File: src/rtl/exu_md_ctrl_pkg.sv
// Shared types and widths for the EXU multiply/divide sequencing controller.
package exu_md_ctrl_pkg;

  typedef enum logic [1:0] {
    EXU_MD_IDLE = 2'd0,
    EXU_MD_RUN  = 2'd1,
    EXU_MD_DONE = 2'd2
  } exu_md_state_e;

  localparam int EXU_MD_SIGNED_W = 2;
  localparam int EXU_MD_SEL_W    = 1;
  localparam int EXU_MD_WDOG_W   = 7;

endpackage

File: src/rtl/exu_md_cache.sv
// One-entry div/rem pair cache: tag {signed, w, src1, src2} plus both results.
module exu_md_cache
  import exu_md_ctrl_pkg::*;
#(
  parameter int XLEN = 64
) (
  input  logic                       clk,
  input  logic                       rst,
  input  logic                       wr_en,
  input  logic [EXU_MD_SIGNED_W-1:0] wr_signed,
  input  logic                       wr_w,
  input  logic [XLEN-1:0]            wr_src1,
  input  logic [XLEN-1:0]            wr_src2,
  input  logic [XLEN-1:0]            wr_quot,
  input  logic [XLEN-1:0]            wr_rem,
  input  logic [EXU_MD_SIGNED_W-1:0] lk_signed,
  input  logic                       lk_w,
  input  logic [XLEN-1:0]            lk_src1,
  input  logic [XLEN-1:0]            lk_src2,
  output logic                       hit,
  output logic [XLEN-1:0]            rd_quot,
  output logic [XLEN-1:0]            rd_rem
);

  logic                       vld_q, vld_d;
  logic [EXU_MD_SIGNED_W-1:0] signed_q, signed_d;
  logic                       w_q, w_d;
  logic [XLEN-1:0]            src1_q, src1_d;
  logic [XLEN-1:0]            src2_q, src2_d;
  logic [XLEN-1:0]            quot_q, quot_d;
  logic [XLEN-1:0]            rem_q, rem_d;

  // Exact tag match against the incoming op; an empty entry never hits.
  assign hit = vld_q && (signed_q == lk_signed) && (w_q == lk_w) &&
               (src1_q == lk_src1) && (src2_q == lk_src2);
  assign rd_quot = quot_q;
  assign rd_rem  = rem_q;

  // Write port: a completed divide overwrites the single entry.
  always_comb begin
    vld_d    = vld_q;
    signed_d = signed_q;
    w_d      = w_q;
    src1_d   = src1_q;
    src2_d   = src2_q;
    quot_d   = quot_q;
    rem_d    = rem_q;
    if (wr_en) begin
      vld_d    = 1'b1;
      signed_d = wr_signed;
      w_d      = wr_w;
      src1_d   = wr_src1;
      src2_d   = wr_src2;
      quot_d   = wr_quot;
      rem_d    = wr_rem;
    end
  end

  // Entry storage; reset empties the cache.
  always_ff @(posedge clk or posedge rst) begin
    if (rst) begin
      vld_q    <= 1'b0;
      signed_q <= '0;
      w_q      <= 1'b0;
      src1_q   <= '0;
      src2_q   <= '0;
      quot_q   <= '0;
      rem_q    <= '0;
    end else begin
      vld_q    <= vld_d;
      signed_q <= signed_d;
      w_q      <= w_d;
      src1_q   <= src1_d;
      src2_q   <= src2_d;
      quot_q   <= quot_d;
      rem_q    <= rem_d;
    end
  end

endmodule

File: src/rtl/exu_md_ctrl.sv
// Sequencing controller for the multi-cycle multiply and divide units.
//
// state | meaning
// IDLE  | waiting for an op; in_ready while no flush
// RUN   | selected unit's valid held high until it returns out_valid
// DONE  | result presented on out_valid/out_result until out_ready
module exu_md_ctrl
  import exu_md_ctrl_pkg::*;
#(
  parameter int XLEN    = 64,
  parameter int TIMEOUT = 127
) (
  input  logic                       clk,
  input  logic                       rst,
  input  logic                       flush,
  input  logic                       in_valid,
  output logic                       in_ready,
  input  logic                       in_is_div,
  input  logic [EXU_MD_SIGNED_W-1:0] in_signed,
  input  logic [EXU_MD_SEL_W-1:0]    in_sel,
  input  logic                       in_w,
  input  logic [XLEN-1:0]            in_src1,
  input  logic [XLEN-1:0]            in_src2,
  output logic                       mul_valid,
  output logic                       div_valid,
  output logic [EXU_MD_SIGNED_W-1:0] md_signed,
  output logic                       md_w,
  output logic [XLEN-1:0]            md_src1,
  output logic [XLEN-1:0]            md_src2,
  output logic                       md_flush,
  input  logic                       mul_out_valid,
  input  logic [XLEN-1:0]            mul_result_hi,
  input  logic [XLEN-1:0]            mul_result_lo,
  input  logic                       div_out_valid,
  input  logic [XLEN-1:0]            quotient,
  input  logic [XLEN-1:0]            remainder,
  output logic                       out_valid,
  input  logic                       out_ready,
  output logic [XLEN-1:0]            out_result,
  output logic                       busy,
  output logic                       err_timeout
);

  localparam logic [EXU_MD_WDOG_W-1:0] WDOG_MAX = EXU_MD_WDOG_W'(TIMEOUT);
  localparam logic [EXU_MD_WDOG_W-1:0] WDOG_PRE = EXU_MD_WDOG_W'(TIMEOUT - 1);

  exu_md_state_e              state_q, state_d;
  logic                       is_div_q, is_div_d;
  logic [EXU_MD_SEL_W-1:0]    sel_q, sel_d;
  logic [EXU_MD_SIGNED_W-1:0] signed_q, signed_d;
  logic                       w_q, w_d;
  logic [XLEN-1:0]            src1_q, src1_d;
  logic [XLEN-1:0]            src2_q, src2_d;
  logic                       mul_valid_q, mul_valid_d;
  logic                       div_valid_q, div_valid_d;
  logic                       out_valid_q, out_valid_d;
  logic [XLEN-1:0]            result_q, result_d;
  logic [EXU_MD_WDOG_W-1:0]   wdog_q, wdog_d;
  logic                       err_q, err_d;

  logic                       cache_hit;
  logic                       cache_wr;
  logic [XLEN-1:0]            cache_quot;
  logic [XLEN-1:0]            cache_rem;
  logic                       unit_done;

  // in_ready is also held low during reset so every output reads 0 then.
  assign in_ready    = (state_q == EXU_MD_IDLE) && !flush && !rst;
  assign md_flush    = flush;
  assign busy        = (state_q != EXU_MD_IDLE);
  assign mul_valid   = mul_valid_q;
  assign div_valid   = div_valid_q;
  assign md_signed   = signed_q;
  assign md_w        = w_q;
  assign md_src1     = src1_q;
  assign md_src2     = src2_q;
  assign out_valid   = out_valid_q;
  assign out_result  = result_q;
  assign err_timeout = err_q;

  // Only the unit this op was issued to may complete it.
  assign unit_done = is_div_q ? div_out_valid : mul_out_valid;

  exu_md_cache #(.XLEN(XLEN)) u_cache (
    .clk       (clk),
    .rst       (rst),
    .wr_en     (cache_wr),
    .wr_signed (signed_q),
    .wr_w      (w_q),
    .wr_src1   (src1_q),
    .wr_src2   (src2_q),
    .wr_quot   (quotient),
    .wr_rem    (remainder),
    .lk_signed (in_signed),
    .lk_w      (in_w),
    .lk_src1   (in_src1),
    .lk_src2   (in_src2),
    .hit       (cache_hit),
    .rd_quot   (cache_quot),
    .rd_rem    (cache_rem)
  );

  // Next-state, latch, watchdog and registered-output logic.
  always_comb begin
    state_d     = state_q;
    is_div_d    = is_div_q;
    sel_d       = sel_q;
    signed_d    = signed_q;
    w_d         = w_q;
    src1_d      = src1_q;
    src2_d      = src2_q;
    mul_valid_d = mul_valid_q;
    div_valid_d = div_valid_q;
    out_valid_d = out_valid_q;
    result_d    = result_q;
    wdog_d      = wdog_q;
    err_d       = 1'b0;
    cache_wr    = 1'b0;

    case (state_q)
      EXU_MD_IDLE: begin
        wdog_d = '0;
        if (in_valid && in_ready) begin
          is_div_d = in_is_div;
          sel_d    = in_sel;
          signed_d = in_signed;
          w_d      = in_w;
          src1_d   = in_src1;
          src2_d   = in_src2;
          if (in_is_div && cache_hit) begin
            state_d     = EXU_MD_DONE;
            out_valid_d = 1'b1;
            result_d    = in_sel[0] ? cache_quot : cache_rem;
          end else begin
            state_d     = EXU_MD_RUN;
            mul_valid_d = !in_is_div;
            div_valid_d = in_is_div;
          end
        end
      end

      EXU_MD_RUN: begin
        if (flush) begin
          state_d     = EXU_MD_IDLE;
          mul_valid_d = 1'b0;
          div_valid_d = 1'b0;
          wdog_d      = '0;
        end else if (unit_done) begin
          state_d     = EXU_MD_DONE;
          mul_valid_d = 1'b0;
          div_valid_d = 1'b0;
          out_valid_d = 1'b1;
          wdog_d      = '0;
          cache_wr    = is_div_q;
          if (is_div_q) begin
            result_d = sel_q[0] ? quotient : remainder;
          end else begin
            result_d = sel_q[0] ? mul_result_lo : mul_result_hi;
          end
        end else begin
          // Saturates so a stuck unit reports exactly once.
          if (wdog_q != WDOG_MAX) begin
            wdog_d = wdog_q + 1'b1;
          end
          err_d = (wdog_q == WDOG_PRE);
        end
      end

      EXU_MD_DONE: begin
        if (flush || out_ready) begin
          state_d     = EXU_MD_IDLE;
          out_valid_d = 1'b0;
        end
      end

      default: begin
        state_d     = EXU_MD_IDLE;
        mul_valid_d = 1'b0;
        div_valid_d = 1'b0;
        out_valid_d = 1'b0;
      end
    endcase
  end

  // Controller state and registered outputs.
  always_ff @(posedge clk or posedge rst) begin
    if (rst) begin
      state_q     <= EXU_MD_IDLE;
      is_div_q    <= 1'b0;
      sel_q       <= '0;
      signed_q    <= '0;
      w_q         <= 1'b0;
      src1_q      <= '0;
      src2_q      <= '0;
      mul_valid_q <= 1'b0;
      div_valid_q <= 1'b0;
      out_valid_q <= 1'b0;
      result_q    <= '0;
      wdog_q      <= '0;
      err_q       <= 1'b0;
    end else begin
      state_q     <= state_d;
      is_div_q    <= is_div_d;
      sel_q       <= sel_d;
      signed_q    <= signed_d;
      w_q         <= w_d;
      src1_q      <= src1_d;
      src2_q      <= src2_d;
      mul_valid_q <= mul_valid_d;
      div_valid_q <= div_valid_d;
      out_valid_q <= out_valid_d;
      result_q    <= result_d;
      wdog_q      <= wdog_d;
      err_q       <= err_d;
    end
  end

endmodule

File: config.mk
export PLATFORM = sky130hd
export DESIGN_NAME = exu_md_ctrl
export DESIGN_NICKNAME = d
export VERILOG_FILES = /design/src/rtl/exu_md_ctrl_pkg.sv /design/src/rtl/exu_md_cache.sv /design/src/rtl/exu_md_ctrl.sv
export SDC_FILE = /design/constraint.sdc
export NUM_CORES = 1
export LEC_CHECK = 0
export BUFFER_PORTS_ARGS = -buffer_cell sky130_fd_sc_hd__buf_2
export CORE_ASPECT_RATIO = 1.2
export CORE_UTILIZATION = 35
export CTS_BUF_LIST = sky130_fd_sc_hd__clkbuf_16
export DETAILED_ROUTE_END_ITERATION = 10
export PLACE_DENSITY = 0.58
export SLEW_MARGIN = 30
export SYNTH_ARGS = -nofsm -noshare
export SYNTH_HDL_FRONTEND = slang
export SYNTH_SLANG_ARGS = --single-unit
File: constraint.sdc
create_clock -name clk -period 41.4 [get_ports clk]
set_clock_uncertainty 0.2 [all_clocks]
set_input_delay 6.21 -clock clk [delete_from_list [all_inputs] [get_ports clk]]
set_output_delay 6.21 -clock clk [all_outputs]
set_load 0.02 [all_outputs]
* Yosys cells after proc, flatten, opt, wreduce, memory -nomap -nowiden
Index checks and enable logic that the tools add are counted.
** Storage, ports and cells
- Register bits after elaboration :: 470
- Bits of input ports :: 396
- Output and inout bits :: 202
- Word-level logic and storage cells :: 99
** Operators by class
- $add $sub $neg :: 1
- Eq/ne operators :: 16
- Mux-type cells :: 40
- Bitwise logic cells :: 1
- Reduce and logical (&&, ||, !) cells :: 21
** Operator list (number)
- two-way mux 64 bit :: 8
- equality test 64 bit :: 2
- case mux 64 bit (2 select lines) :: 1
- two-way mux 7 bit :: 3
- two-way mux 1 bit :: 18
- case mux 7 bit (2 select lines) :: 1
- two-way mux 2 bit :: 5
- AND reduction 5 bit :: 2
- case mux 1 bit (3 select lines) :: 3
- logical AND 1 bit :: 8
- inequality test 2 bit, second input constant :: 4
- adder 7 x 1 -> 7 bit, second input constant :: 1
- equality test 7 bit, second input constant :: 1
- inequality test 7 bit, second input constant :: 1
- case mux 2 bit (3 select lines) :: 1
- inequality test 2 x 1 -> 1 bit, second input constant :: 2
- inequality test 4 bit, second input constant :: 1
- AND reduction 2 bit :: 2
- AND reduction 4 bit :: 1
- nonzero test 2 bit :: 2
- logical NOT 1 bit :: 3
- inequality test 3 bit, second input constant :: 1
- AND reduction 3 bit :: 1
- equality test 2 x 1 -> 1 bit, second input constant :: 1
- 6 further kinds :: 6

* Longest topological paths before layout
- Word-level depth :: 9
- Gate-level depth with buffers :: 9
- Mapped depth without buffers :: 7

* Modules after synthesis
A second synthesis with hierarchy kept.
** Unflattened totals
- Cells, all modules :: 1934
- Area, all modules :: 22011.1 um2
** Modules (own cells, without submodules)
- exu_md_cache :: times used 1, cells each 800, area each 11278.3 um2, sequential area each 6506.2 um2
- exu_md_ctrl :: times used 1, cells each 1134, area each 10732.8 um2, sequential area each 5255.0 um2

* Worst setup path before layout
OpenSTA, ideal clock, no wires.
- Path type :: input-to-output
- Start point :: input port flush
- End point :: output port in_ready
- Data arrival time :: 6.786 ns
- Required time :: 34.990 ns
- Slack :: 28.204 ns
- Cell stages on the path :: 1
- Path buffers :: 0
- Path through :: nor3_1
** On the way
- Cells in the longest elaborated chain, start to end :: 3
** RTL lines
- from (decl) :: RTL line exu_md_ctrl.sv:15 : input logic flush,
- logical NOT 1 bit :: RTL line exu_md_ctrl.sv:68 : assign in_ready = (state_q == EXU_MD_IDLE) && !flush && !rst;
- logical AND 1 bit (2 in series) :: RTL line exu_md_ctrl.sv:68
- to (decl) :: RTL line exu_md_ctrl.sv:17 : output logic in_ready,
No other way between the ends.

* Worst setup path in the final report
Ends and elaborated chain as after synthesis.

==> flow_summary.toml <==
[status]
status = "finished clean"

[hold_path]
whs_endpoint = "u_cache.vld_q$_DFFE_PP0P_"
hp-class = "reg -> reg"
hold_start = "u_cache.vld_q$_DFFE_PP0P_"
holdPathStages = 1

[synthesis]
synthCells = 1862
yosys_warnings = 0
synth-async-reset-ratio_pct = 100.0
synth_seq_cells = 470
ys_types = 47
synth_edf_count = 0
netlist_area_mm2 = 0.02236
ys_seq_area_share_pct = 52.60
synthFlopType = "dfrtp_1"
syn-num-nets = 2260
syn_avg_cell_area_um2 = 12.01

[clocking]
post_cts.repair.setup_buffers = 0
cts-resized-gates = 0
clkSlewWorstSetupHoldPaths_ps = 60
clock_sinks = 470
clock-root-buffer = "clkbuf_16"
cts_hold_buf = 0
cts_tree = "done"
cts_buffer_depth = 3
clk_latency_ps = 600
h-tree-depth = 2
cts_buffers = 51

[power]
clockPowerShare_pct = 28.9
p_leak_nw = 14.10
ir_drop_mv = 0.03852
p_comb_share_pct = 28.4
p_seq_share_pct = 42.6
p_per_area_mw_per_mm2 = 55.83
p_int_mw = 1.045
power_switching_uw = 510.6
switching_share_pct = 32.82

[sta]
maxSlewHeadroom_pct = 34.57
hold_viol = 0
setup_tns_ps = 0
min_period_over_period_pct = 33.18
whs_ps = 272.2
slew_violations = 0
rsz0062_at_grt = "no"
setup_viol = 0
final.min_clock_period_ps = 13740
fmax_mhz = 72.79
worst_pin_slew_ps = 956.8

[place]
gp_congestion = 0.8491
io_buffers = 597
dpl-instance-area_mm2 = 0.02609
hpwl_um = 54980
dp.cells = 3203

[die]
initial_core_util_pct = 35.39
die_h_um = 278.9
ioPinCount = 598
fp.dieW_um = 232.7
die_area_mm2 = 0.06490
core-area_mm2 = 0.06319
num_rows = 101

[critical_path]
arrival_ps = 7330
ff2ff_setup_slack_ps = 36540
crit_type = "in -> out"
cp-start-kind = "input pin"
worstSetupEndpointType = "output pin"
critical_path.startpoint = "flush"
crit_required_ps = 34990
r2r_end = "out_result[63]$_DFFE_PP0P_"
crit_path_max_fanout = 7
reg2regPathDepth = 9
reg2reg_from = "u_cache.src2_q[38]$_DFFE_PP0P_"

[final_layout]
drive_gt1_share_pct = 43.90
final_common_cell = "buf_2"
multi_input_area_mm2 = 0.009987
final_cells = 3319
fin_util_pct = 44.10
nets = 2834
final_area_mm2 = 0.02787
most-common-layout-cells = "596 x buf_2, 468 x dfrtp_1, 455 x nand2_1, 247 x mux2_2, 100 x o21ai_0"
nFillCells = 5962
seq_area_mm2 = 0.01177
area_delta_synth_final_pct = 24.63

[routing]
drt_iter0_drc = 826
drc = 0
vias = 16690
wl_per_cell_um = 22.26
ant_nets = 0
viasPerCell = 5.027
wirelength_um = 73890
first_pass_iters = 5

[global_routing]
grt_max_degree = 136
track_usage_pct = 22.46
first_global_vias = 17170
antenna_found_initial = 40
grt-ovfl-total = 0
grt_pass1_wl_um = 108700

[run]
maxCapViolations = 0
==> metrics by stage <==
stage	power [mW]	setup slack (ps)
floorplan	0.9422	21880
global placement	1.100	27750
detailed placement	1.118	27730
CTS	1.575	27730
global route	1.638	27670
finish	1.556	27660
==> critical path, stage by stage <==
cell and delay, ps:
buf_2 170, nor3_1 650, buf_2 300
==> flip-flops by register name (all words and copies together), names as in the netlist, 2 cells and up <==
name and count:
u_cache.rd_rem 64, md_signed 2, u_cache.src2_q 64, state_q 2, u_cache.src1_q 64, md_src1 64
u_cache.signed_q 2, u_cache.rd_quot 64, wdog_q 7, out_result 64, md_src2 64
==> power by group through the flow <==
stage	registers, mW	logic [mW]	clock network (mW)
global route	0.681	0.477	0.479
global placement	0.663	0.437	0
floorplan	0.717	0.225	0
CTS	0.664	0.448	0.463
detailed placement	0.671	0.446	0
finish	0.664	0.442	0.450
==> metal layers <==
metal	part of all wire, %	up-vias	GRT usage, %
li1	-	7631	-
met1	37	8265	25.13
met2	49	590	37.25
met3	9.0	168	8.017
met4	5.0	32	11.85
met5	0.28	-	0
==> cell families after synthesis <==
| family | Yosys count | synth area share [%] |
|---|---|---|
| AOI/OAI and AO/OA | 147 | 4.169 |
| xor gates and xnor gates | 70 | 2.742 |
| adders and majority gates | 2 | 0.1119 |
| buffers and inverters | 135 | 2.848 |
| DFF | 470 | 52.60 |
| muxes | 437 | 25.88 |
| and+or+nand+nor | 601 | 11.65 |
==> worst max-delay path by stage <==
| stage | to | slack [ps] | cells after the start |
|---|---|---|---|
| 2_1_floorplan | div_valid$_DFFE_PP0P_ | 21880 | 1 |
| 3_3_place_gp | in_ready | 27750 | 3 |
| 3_5_place_dp | in_ready | 27730 | 3 |
| 4_1_cts | in_ready | 27730 | 3 |
| 5_1_grt | in_ready | 27670 | 3 |
| 6_report | in_ready | 27660 | 3 |
==> cells in the mapped netlist (all sizes together) (2+ instances only) <==
master / count / share of area [%]
dfrtp: 470 / 53
nand2: 456 / 7.7
mux2: 309 / 17
o21ai: 101 / 2.3
mux2i: 64 / 2.9
mux4: 64 / 6.4
nor2b: 62 / 1.7
xor2: 62 / 2.4
clkbuf: 57 / 0.96
buf: 44 / 1.3
inv: 34 / 0.57
a2111oi: 22 / 0.94
nand2b: 22 / 0.62
nand4: 18 / 0.53
nor4: 17 / 0.50
nor2: 11 / 0.18
xnor2: 8 / 0.31
o2111a: 7 / 0.35
o22ai: 5 / 0.14
a21oi: 3 / 0.067
nor3: 3 / 0.067
or2: 3 / 0.084
a221oi: 2 / 0.078
a41oi: 2 / 0.078
and2: 2 / 0.056
and2b: 2 / 0.067
and3: 2 / 0.056
ha: 2 / 0.11
==> layout make-up <==
type                    count  area share (%)
repair buffers            622           11.75
diodes                     21          0.1886
well taps                 824           3.700
clock inverters            39           1.145
clock buffers              52           4.670
flip-flops and latches    470           42.23
inverters                  34          0.4849
multi-input cells        1257           35.84
No activity file was read; power rests on OpenSTA's default activity.
